`src/rtl/mem_access_ctrl_if.sv`:
```
// Memory-stage <-> controller <-> data-bus signal bundle.
// The controller uses the slave view; the pipeline/bus model uses the master view.
interface mem_access_ctrl_if;
    logic        m_valid;
    logic        m_is_load;
    logic        m_is_store;
    logic [31:0] m_addr;
    logic [1:0]  m_size;
    logic        m_unsigned;
    logic [31:0] m_wdata;
    logic        m_advance;
    logic [31:0] m_rdata;
    logic        m_stall;
    logic        m_misalign;
    logic        dreq_valid;
    logic [31:0] dreq_addr;
    logic [1:0]  dreq_size;
    logic [3:0]  dreq_strobe;
    logic [31:0] dreq_data;
    logic        dresp_addr_ok;
    logic        dresp_data_ok;
    logic [31:0] dresp_data;

    modport slave (
        input  m_valid, m_is_load, m_is_store, m_addr, m_size, m_unsigned,
               m_wdata, m_advance, dresp_addr_ok, dresp_data_ok, dresp_data,
        output m_rdata, m_stall, m_misalign,
               dreq_valid, dreq_addr, dreq_size, dreq_strobe, dreq_data
    );

    modport master (
        output m_valid, m_is_load, m_is_store, m_addr, m_size, m_unsigned,
               m_wdata, m_advance, dresp_addr_ok, dresp_data_ok, dresp_data,
        input  m_rdata, m_stall, m_misalign,
               dreq_valid, dreq_addr, dreq_size, dreq_strobe, dreq_data
    );
endinterface

```
`src/rtl/mem_access_ctrl.sv`:
```
// Memory-stage load/store controller: issues one data-bus request at a time,
// aligns store data, and extracts/extends load results.
module mem_access_ctrl (
    input  logic             clk,
    input  logic             reset,
    mem_access_ctrl_if.slave bus
);

    typedef enum logic [1:0] {
        ST_IDLE = 2'd0,
        ST_REQ  = 2'd1,
        ST_WAIT = 2'd2,
        ST_DONE = 2'd3
    } state_e;

    state_e      state_q, state_d;
    logic [31:0] addr_q, addr_d;
    logic [1:0]  size_q, size_d;
    logic [3:0]  strobe_q, strobe_d;
    logic [31:0] wdata_q, wdata_d;
    logic [1:0]  off_q, off_d;
    logic        uns_q, uns_d;
    logic        load_q, load_d;
    logic [31:0] rdata_q, rdata_d;

    logic        access_s;
    logic        misaligned_s;
    logic        acc_s;
    logic [1:0]  eff_size_s;
    logic [3:0]  req_strobe_s;
    logic [31:0] req_data_s;

    // Shift the addressed lane down, truncate to the access size, then extend.
    function automatic logic [31:0] load_extend(input logic [31:0] raw,
                                                input logic [1:0]  off,
                                                input logic [1:0]  size,
                                                input logic        uns);
        logic [31:0] sh;
        logic [31:0] res;
        sh = raw >> {off, 3'b000};
        case (size)
            2'b00:   res = uns ? {24'h000000, sh[7:0]} : {{24{sh[7]}}, sh[7:0]};
            2'b01:   res = uns ? {16'h0000, sh[15:0]} : {{16{sh[15]}}, sh[15:0]};
            default: res = sh;
        endcase
        return res;
    endfunction

    assign eff_size_s   = (bus.m_size == 2'b11) ? 2'b10 : bus.m_size;
    assign access_s     = bus.m_valid & (bus.m_is_load | bus.m_is_store);
    assign misaligned_s = ((eff_size_s == 2'b01) & bus.m_addr[0]) |
                          ((eff_size_s == 2'b10) & (bus.m_addr[1:0] != 2'b00));
    assign acc_s        = access_s & ~misaligned_s;

    // Store lane strobe and replicated data; loads (which win over stores) carry neither.
    always_comb begin
        req_strobe_s = 4'b0000;
        req_data_s   = 32'h0000_0000;
        if (bus.m_is_load) begin
            req_strobe_s = 4'b0000;
            req_data_s   = 32'h0000_0000;
        end else begin
            case (eff_size_s)
                2'b00: begin
                    req_strobe_s = 4'b0001 << bus.m_addr[1:0];
                    req_data_s   = {4{bus.m_wdata[7:0]}};
                end
                2'b01: begin
                    req_strobe_s = 4'b0011 << bus.m_addr[1:0];
                    req_data_s   = {2{bus.m_wdata[15:0]}};
                end
                default: begin
                    req_strobe_s = 4'b1111;
                    req_data_s   = bus.m_wdata;
                end
            endcase
        end
    end

    // Next-state and register-update logic for the request FSM.
    always_comb begin
        state_d  = state_q;
        addr_d   = addr_q;
        size_d   = size_q;
        strobe_d = strobe_q;
        wdata_d  = wdata_q;
        off_d    = off_q;
        uns_d    = uns_q;
        load_d   = load_q;
        rdata_d  = rdata_q;
        case (state_q)
            ST_IDLE: begin
                if (acc_s) begin
                    state_d  = ST_REQ;
                    addr_d   = {bus.m_addr[31:2], 2'b00};
                    size_d   = eff_size_s;
                    strobe_d = req_strobe_s;
                    wdata_d  = req_data_s;
                    off_d    = bus.m_addr[1:0];
                    uns_d    = bus.m_unsigned;
                    load_d   = bus.m_is_load;
                end else begin
                    state_d = ST_IDLE;
                end
            end
            ST_REQ: begin
                // A data_ok seen before the address is accepted belongs to no request of ours.
                if (bus.dresp_addr_ok && bus.dresp_data_ok) begin
                    state_d = ST_DONE;
                    rdata_d = load_q ? load_extend(bus.dresp_data, off_q, size_q, uns_q) : rdata_q;
                end else if (bus.dresp_addr_ok) begin
                    state_d = ST_WAIT;
                end else begin
                    state_d = ST_REQ;
                end
            end
            ST_WAIT: begin
                if (bus.dresp_data_ok) begin
                    state_d = ST_DONE;
                    rdata_d = load_q ? load_extend(bus.dresp_data, off_q, size_q, uns_q) : rdata_q;
                end else begin
                    state_d = ST_WAIT;
                end
            end
            ST_DONE: begin
                if (bus.m_advance) begin
                    state_d = ST_IDLE;
                end else begin
                    state_d = ST_DONE;
                end
            end
            default: begin
                state_d = ST_IDLE;
            end
        endcase
    end

    // State and latched request/result registers.
    always_ff @(posedge clk) begin
        if (reset) begin
            state_q  <= ST_IDLE;
            addr_q   <= 32'h0000_0000;
            size_q   <= 2'b00;
            strobe_q <= 4'b0000;
            wdata_q  <= 32'h0000_0000;
            off_q    <= 2'b00;
            uns_q    <= 1'b0;
            load_q   <= 1'b0;
            rdata_q  <= 32'h0000_0000;
        end else begin
            state_q  <= state_d;
            addr_q   <= addr_d;
            size_q   <= size_d;
            strobe_q <= strobe_d;
            wdata_q  <= wdata_d;
            off_q    <= off_d;
            uns_q    <= uns_d;
            load_q   <= load_d;
            rdata_q  <= rdata_d;
        end
    end

    assign bus.dreq_valid  = (state_q == ST_REQ);
    assign bus.dreq_addr   = addr_q;
    assign bus.dreq_size   = size_q;
    assign bus.dreq_strobe = strobe_q;
    assign bus.dreq_data   = wdata_q;
    assign bus.m_rdata     = rdata_q;
    assign bus.m_stall     = (state_q == ST_REQ) | (state_q == ST_WAIT) |
                             ((state_q == ST_IDLE) & acc_s);
    assign bus.m_misalign  = (state_q == ST_IDLE) & access_s & misaligned_s;

endmodule

```
`src/flat_wrapper.sv`:
```
// flat-port wrapper written by rule: the top's interface ports become plain ports
module mem_access_ctrl_flat 
  (clk, reset, bus_m_valid, bus_m_is_load, bus_m_is_store, bus_m_addr, bus_m_size, bus_m_unsigned, bus_m_wdata, bus_m_advance, bus_dresp_addr_ok, bus_dresp_data_ok, bus_dresp_data, bus_m_rdata, bus_m_stall, bus_m_misalign, bus_dreq_valid, bus_dreq_addr, bus_dreq_size, bus_dreq_strobe, bus_dreq_data);
  mem_access_ctrl_if bus_i ();
  input  logic clk;
  input  logic reset;
  input wire logic [$bits(bus_i.m_valid)-1:0] bus_m_valid;
  input wire logic [$bits(bus_i.m_is_load)-1:0] bus_m_is_load;
  input wire logic [$bits(bus_i.m_is_store)-1:0] bus_m_is_store;
  input wire logic [$bits(bus_i.m_addr)-1:0] bus_m_addr;
  input wire logic [$bits(bus_i.m_size)-1:0] bus_m_size;
  input wire logic [$bits(bus_i.m_unsigned)-1:0] bus_m_unsigned;
  input wire logic [$bits(bus_i.m_wdata)-1:0] bus_m_wdata;
  input wire logic [$bits(bus_i.m_advance)-1:0] bus_m_advance;
  input wire logic [$bits(bus_i.dresp_addr_ok)-1:0] bus_dresp_addr_ok;
  input wire logic [$bits(bus_i.dresp_data_ok)-1:0] bus_dresp_data_ok;
  input wire logic [$bits(bus_i.dresp_data)-1:0] bus_dresp_data;
  output wire logic [$bits(bus_i.m_rdata)-1:0] bus_m_rdata;
  output wire logic [$bits(bus_i.m_stall)-1:0] bus_m_stall;
  output wire logic [$bits(bus_i.m_misalign)-1:0] bus_m_misalign;
  output wire logic [$bits(bus_i.dreq_valid)-1:0] bus_dreq_valid;
  output wire logic [$bits(bus_i.dreq_addr)-1:0] bus_dreq_addr;
  output wire logic [$bits(bus_i.dreq_size)-1:0] bus_dreq_size;
  output wire logic [$bits(bus_i.dreq_strobe)-1:0] bus_dreq_strobe;
  output wire logic [$bits(bus_i.dreq_data)-1:0] bus_dreq_data;
  assign bus_i.m_valid = bus_m_valid;
  assign bus_i.m_is_load = bus_m_is_load;
  assign bus_i.m_is_store = bus_m_is_store;
  assign bus_i.m_addr = bus_m_addr;
  assign bus_i.m_size = bus_m_size;
  assign bus_i.m_unsigned = bus_m_unsigned;
  assign bus_i.m_wdata = bus_m_wdata;
  assign bus_i.m_advance = bus_m_advance;
  assign bus_i.dresp_addr_ok = bus_dresp_addr_ok;
  assign bus_i.dresp_data_ok = bus_dresp_data_ok;
  assign bus_i.dresp_data = bus_dresp_data;
  assign bus_m_rdata = bus_i.m_rdata;
  assign bus_m_stall = bus_i.m_stall;
  assign bus_m_misalign = bus_i.m_misalign;
  assign bus_dreq_valid = bus_i.dreq_valid;
  assign bus_dreq_addr = bus_i.dreq_addr;
  assign bus_dreq_size = bus_i.dreq_size;
  assign bus_dreq_strobe = bus_i.dreq_strobe;
  assign bus_dreq_data = bus_i.dreq_data;
  mem_access_ctrl u_core (.clk(clk), .reset(reset), .bus(bus_i));
endmodule
```
`config.mk`:
```
export PLATFORM = sky130hd
export DESIGN_NAME = mem_access_ctrl_flat
export DESIGN_NICKNAME = d
export VERILOG_FILES = /design/src/rtl/mem_access_ctrl_if.sv /design/src/rtl/mem_access_ctrl.sv /design/src/flat_wrapper.sv
export SDC_FILE = /design/constraint.sdc
export NUM_CORES = 1
export LEC_CHECK = 0
export CAP_MARGIN = 20
export CORE_UTILIZATION = 46
export DETAILED_ROUTE_END_ITERATION = 10
export PLACE_DENSITY_LB_ADDON = 0.3
export SYNTH_ARGS = -nofsm -noshare
export SYNTH_HDL_FRONTEND = slang
export SYNTH_SLANG_ARGS = --single-unit
```
`constraint.sdc`:
```
create_clock -name clk -period 5.8 [get_ports clk]
set_clock_uncertainty 0.05 [all_clocks]
set_input_delay 1.16 -clock clk [delete_from_list [all_inputs] [get_ports clk]]
set_output_delay 1.16 -clock clk [all_outputs]
set_load 0.02 [all_outputs]
```
Word-level counts from Yosys, hierarchy flattened
Cells that the tools add are included.
{"block": "totals", "inputBits": 107, "ff_bits": 106, "elab_cells": 59, "output_inout_bits": 105}
{"block": "classes", "n_reduce_logical": 8, "eq_ne": 9, "bitwise_logic": 12, "shifts": 3, "muxes": 18}
{"cell": "$mux W32", "n": 6}
{"cell": "$pmux W32 S2", "n": 3}
{"cell": "$shr A32 B5 Y32", "n": 1}
{"cell": "$eq A2 B2 Y1 const B", "n": 4}
{"cell": "$mux W2", "n": 4}
{"cell": "$pmux W2 S4", "n": 1}
{"cell": "$pmux W4 S2", "n": 1}
{"cell": "$and A1 B1 Y1", "n": 7}
{"cell": "$eq A2 B1 Y1 const B", "n": 3}
{"cell": "$logic_not A2 Y1", "n": 3}
{"cell": "$mux W4", "n": 1}
{"cell": "$or A1 B1 Y1", "n": 4}
{"cell": "$reduce_bool A2 Y1", "n": 2}
{"cell": "$shl A1 B2 Y4 const A", "n": 1}
{"cell": "$shl A2 B2 Y4 const A", "n": 1}
{"cell": "$reduce_and A3 Y1", "n": 1}
{"cell": "$mux W1", "n": 2}
{"cell": "$ne A2 B1 Y1 const B", "n": 1}
{"cell": "$ne A2 B2 Y1 const B", "n": 1}
{"cell": "$reduce_and A2 Y1", "n": 1}
{"cell": "$logic_and A1 B1 Y1", "n": 1}
{"cell": "$not A1 Y1", "n": 1}

Longest topological paths before layout
{"block": "logic_depth", "word_depth": 9, "depth_mapped": 8, "mapped_depth_nobuf": 6}

Least setup slack after synthesis
No wires, ideal clock.
{"block": "synth_path", "path_type": "input to output", "startpoint": "input bus_m_size[1]", "endpoint": "output bus_m_misalign", "arrival_ns": 2.105, "required_time_ns": 4.590, "path_stages": 4, "n_path_buf": 2, "path_slack_ns": 2.485, "cell_sequence": "buf_2 > nor2_1 > buf_2 > nor3_1"}
{"block": "synth_between", "elab_chain_cells": 6, "word_cells_on_any_way": 8, "classes_between": "eq/ne (3); mux (1); bitwise (4)"}
{"element": "start: declaration", "line_no": "flat_wrapper.sv:11", "rtl": "input wire logic [$bits(bus_i.m_size)-1:0] bus_m_size;"}
{"element": "$eq A2 B2 Y1", "line_no": "mem_access_ctrl.sv:49", "rtl": "assign eff_size_s = (bus.m_size == 2'b11) ? 2'b10 : bus.m_size;"}
{"element": "$mux W2 *", "line_no": "mem_access_ctrl.sv:49"}
{"element": "$eq A2 B1 Y1 / $eq A2 B2 Y1 (equally long branches)", "line_no": "mem_access_ctrl.sv:51, mem_access_ctrl.sv:52"}
{"element": "$and A1 B1 Y1 (on tied branches)", "line_no": "mem_access_ctrl.sv:51, mem_access_ctrl.sv:52"}
{"element": "$or A1 B1 Y1 *", "line_no": "mem_access_ctrl.sv:51", "rtl": "assign misaligned_s = ((eff_size_s == 2'b01) & bus.m_addr[0]) |"}
{"element": "$and A1 B1 Y1 *", "line_no": "mem_access_ctrl.sv:171", "rtl": "assign bus.m_misalign = (state_q == ST_IDLE) & access_s & misaligned_s;"}
{"element": "end: declaration", "line_no": "flat_wrapper.sv:20", "rtl": "output wire logic [$bits(bus_i.m_misalign)-1:0] bus_m_misalign;"}
Mark *: on every way between the ends. The rest lies on a longest branch, timed or not.

Worst setup path after layout
{"block": "layout_path", "startpoint": "input bus_m_is_load", "endpoint": "output bus_m_stall"}
{"block": "layout_between", "elab_chain_cells": 5}
{"element": "start: declaration", "line_no": "flat_wrapper.sv:8", "rtl": "input wire logic [$bits(bus_i.m_is_load)-1:0] bus_m_is_load;"}
{"element": "$or A1 B1 Y1", "line_no": "mem_access_ctrl.sv:50", "rtl": "assign access_s = bus.m_valid & (bus.m_is_load | bus.m_is_store);"}
{"element": "$and A1 B1 Y1", "line_no": "mem_access_ctrl.sv:50"}
{"element": "$and A1 B1 Y1", "line_no": "mem_access_ctrl.sv:53", "rtl": "assign acc_s = access_s & ~misaligned_s;"}
{"element": "$and A1 B1 Y1", "line_no": "mem_access_ctrl.sv:170", "rtl": "((state_q == ST_IDLE) & acc_s);"}
{"element": "$or A1 B1 Y1", "line_no": "mem_access_ctrl.sv:169", "rtl": "assign bus.m_stall = (state_q == ST_REQ) | (state_q == ST_WAIT) |"}
{"element": "end: declaration", "line_no": "flat_wrapper.sv:19", "rtl": "output wire logic [$bits(bus_i.m_stall)-1:0] bus_m_stall;"}
Every way passes these cells.

==> summary.txt <==
Status
  – Status: complete, no violations

Setup path
  – CP max FO: 25
  – Kind of critical path: in -> out
  – CP endpoint kind: primary output
  – Worst Path Required: 4590 ps
  – Critical path data arrival time: 3280 ps
  – Worst Setup Start Kind: primary input

Yosys
  – Ys async rst share: 0%
  – Mapped Area: 4830 um2
  – Fraction of the mapped netlist area in simple logic gates: 19.5%
  – Seq/Total Area, Yosys: 43.9%
  – Largest family of logic cells by synthesized area: simple AND/OR/NAND/NOR gates
  – EDFF count, synth: 0
  – Syn avg cell area: 8.61 um2
  – Synth Flop Type: dfxtp_1
  – Cell accounting for the most synthesized area: dfxtp_1
  – Share of the synthesized area in the top cell type: 43.9%
  – Yosys cell types: 40
  – Adder-Cell Fraction of Synth Area: 1.30%
  – Compound-cell area share of the yosys netlist: 17.9%
  – Synth Register Bits: 106
  – Synth Area in XOR/XNOR: 0%
  – Post-Syn Instances: 561
  – Area contributors post-synth: dfxtp_1 (44%), nand2_1 (11%), a21oi_1 (7.0%)
  – Synth warn: 0
  – Mux contribution to synthesized area: 12.7%

Cells and area
  – # fillers: 797
  – Leading cell type in the layout, fill and taps excluded: clkdlybuf4s50_1
  – Nets: 852
  – Most frequent cells in the layout: clkdlybuf4s50_1 (208), nand2_1 (141), dfxtp_1 (106)
  – Post-Layout Inst Area: 7140 um2
  – Layout cells sized above 1: 6.05%
  – Synth-to-Final Area Change: 47.7%
  – N_diodes: 0

Floorplanning
  – Initial Utilization: 47.2%
  – Site Rows: 37
  – Die ar.: 10900 um2
  – I/O pin count: 212
  – Die X: 104 um
  – Die H: 104 um
  – Core area: 10200 um2

Routing
  – Detailed-route wire length per cell: 15.8 um
  – # DRC: 0
  – Drt first pass iters: 7
  – Drt first-iter violations: 244
  – WL final: 13900 um
  – DR vias: 4710
  – Vias per Instance: 5.35
  – Post-DRT Antenna Nets: 0

Timing
  – Maximum clock rate: 223 MHz
  – Final Cycle Share: 77.4%
  – RSZ-0062 raised after global routing: false
  – # setup viols final: 0
  – Fin Setup TNS: 0 ps
  – Least-Margin Pin Slew: 977 ps
  – Slew headroom: 34.8%
  – Max-slew violations: 0
  – Tmin final: 4490 ps
  – Hold Vio Cnt, Final: 0

Pwr
  – Worst-case vdd ir drop: 0.142 mV
  – Total chip power: 1510 uW
  – Lkg Pwr: 0.00242 uW
  – Pwr Density: 211 nW/um2

Clock tree
  – Clock root cell: clkbuf_8
  – CTS Sinks: 106
  – Post-cts sizing count: 0
  – CTS Buf Count: 9
  – Clock transition at path regs: 90 ps
  – CTS Buffer Depth: 2
  – H-tree depth: 3
  – TritonCTS clock tree: done
  – Cts hold-fix bufs: 0
  – Worst-Skew Late Latency: 350 ps
  – # Post-CTS Setup Buffers: 0

Placement
  – Buffers added on ports: 209
  – RD Place Congestion: 0.882
  – Post-DP HPWL: 10100 um
  – Cell Area, Placed: 6920 um2

Flow run
  – Maxcap violations: 0

Global route
  – GR Overflow Total: 0
  – Antenna violations before repair: 0
  – Total track usage: 25.3%
  – First-pass GRT wire length: 22200 um
  – Largest net degree at the start of global routing: 96
  – Vias in the first global route: 4458

Min path
  – Hold crit path type: reg -> reg
[report_power, final]
part / switching [uW] / total, uW / internal, uW
registers: 13.2 / 760 / 747
logic: 136 / 283 / 147
clock network: 245 / 466 / 221
[through the flow]
step | std cells | utilization [%] | setup WS [ps] | hold slack [ps]
global route | 880 | 69.8 | 1150 | 428
CTS | 879 | 69.6 | 1320 | 410
detailed placement | 864 | 67.6 | 1320 | 397
global placement | 864 | 67.6 | 1360 | 391
floorplan | 562 | - | 2480 | 395
finish | 880 | 69.8 | 1310 | 409
[synthesized netlist by cell type (2+ instances only)]
cell and instances:
nor2_1 31, nand2_1 141, nand3b_1 10, a22o_1 10, nand2b_1 4, a21oi_1 68, mux2i_1 33, buf_1 3
o21ai_0 9, mux4_2 8, or3_1 14, or2_1 2, buf_2 20, dfxtp_1 106, buf_4 2, inv_1 2
nor3_1 3, o2bb2ai_1 11, nor2b_1 5, ha_1 5, mux2_2 9, nand3_1 2, a211oi_1 25, clkbuf_1 22
[area by class of cell]
class / count / area [um2] / share of cell area, %
repair buffers: 215 / 2140 / 30.0
multi-input cells: 406 / 2490 / 34.9
flip-flops and latches: 106 / 2120 / 29.7
inverters: 2 / 7.51 / 0.105
clock buffers: 11 / 151 / 2.12
clock inverters: 4 / 51.3 / 0.719
well taps: 136 / 170 / 2.38
[worst max-delay path, cell delays in order]
cell and delay, ps:
clkdlybuf4s50_1 870, o211ai_1 320, o21bai_4 250, nand2b_1 70, clkdlybuf4s50_1 600
[registers in the layout (all words and copies together), names as in the netlist]
signal / cells
u_core.bus.m_rdata: 32
u_core.bus.dreq_addr: 30
u_core.bus.dreq_data: 32
u_core.bus.dreq_strobe: 4
u_core.load_q: 1
u_core.off_q: 2
u_core.bus.dreq_size: 2
u_core.state_q: 2
u_core.uns_q: 1
[cells by family after synthesis]
kind of cell | after synthesis
AOI/OAI and AO/OA | 132
adders and majority gates | 5
DFF | 106
other | 1
muxes | 50
buffers and inverters | 50
and+or+nand+nor | 217
[routing by layer]
layer  share of wire (%)  GRT usage (%)  vias to the layer above
met5                   0              0                        -
met4                 2.0           8.27                        0
met3                 8.9           7.71                       20
met2                  49           43.0                      203
met1                  40           30.4                     2188
li1                    -              -                     2299
[path summary, 6_finish.rpt]
path / start / endpoint / slack [ps] / depth (start not counted)
setup reg to reg: u_core.off_q[1]$_SDFFE_PP0P_ / u_core.bus.m_rdata[22]$_SDFFE_PP0P_ / 3140 / 4
setup / recovery: bus_m_is_load / bus_m_stall / 1310 / 5
hold / removal: u_core.bus.dreq_data[16]$_SDFFE_PP0P_ / u_core.bus.dreq_data[16]$_SDFFE_PP0P_ / 410 / 2
hold reg to reg: u_core.bus.dreq_data[16]$_SDFFE_PP0P_ / u_core.bus.dreq_data[16]$_SDFFE_PP0P_ / 410 / 2
(Power assumes the default switching activity.)
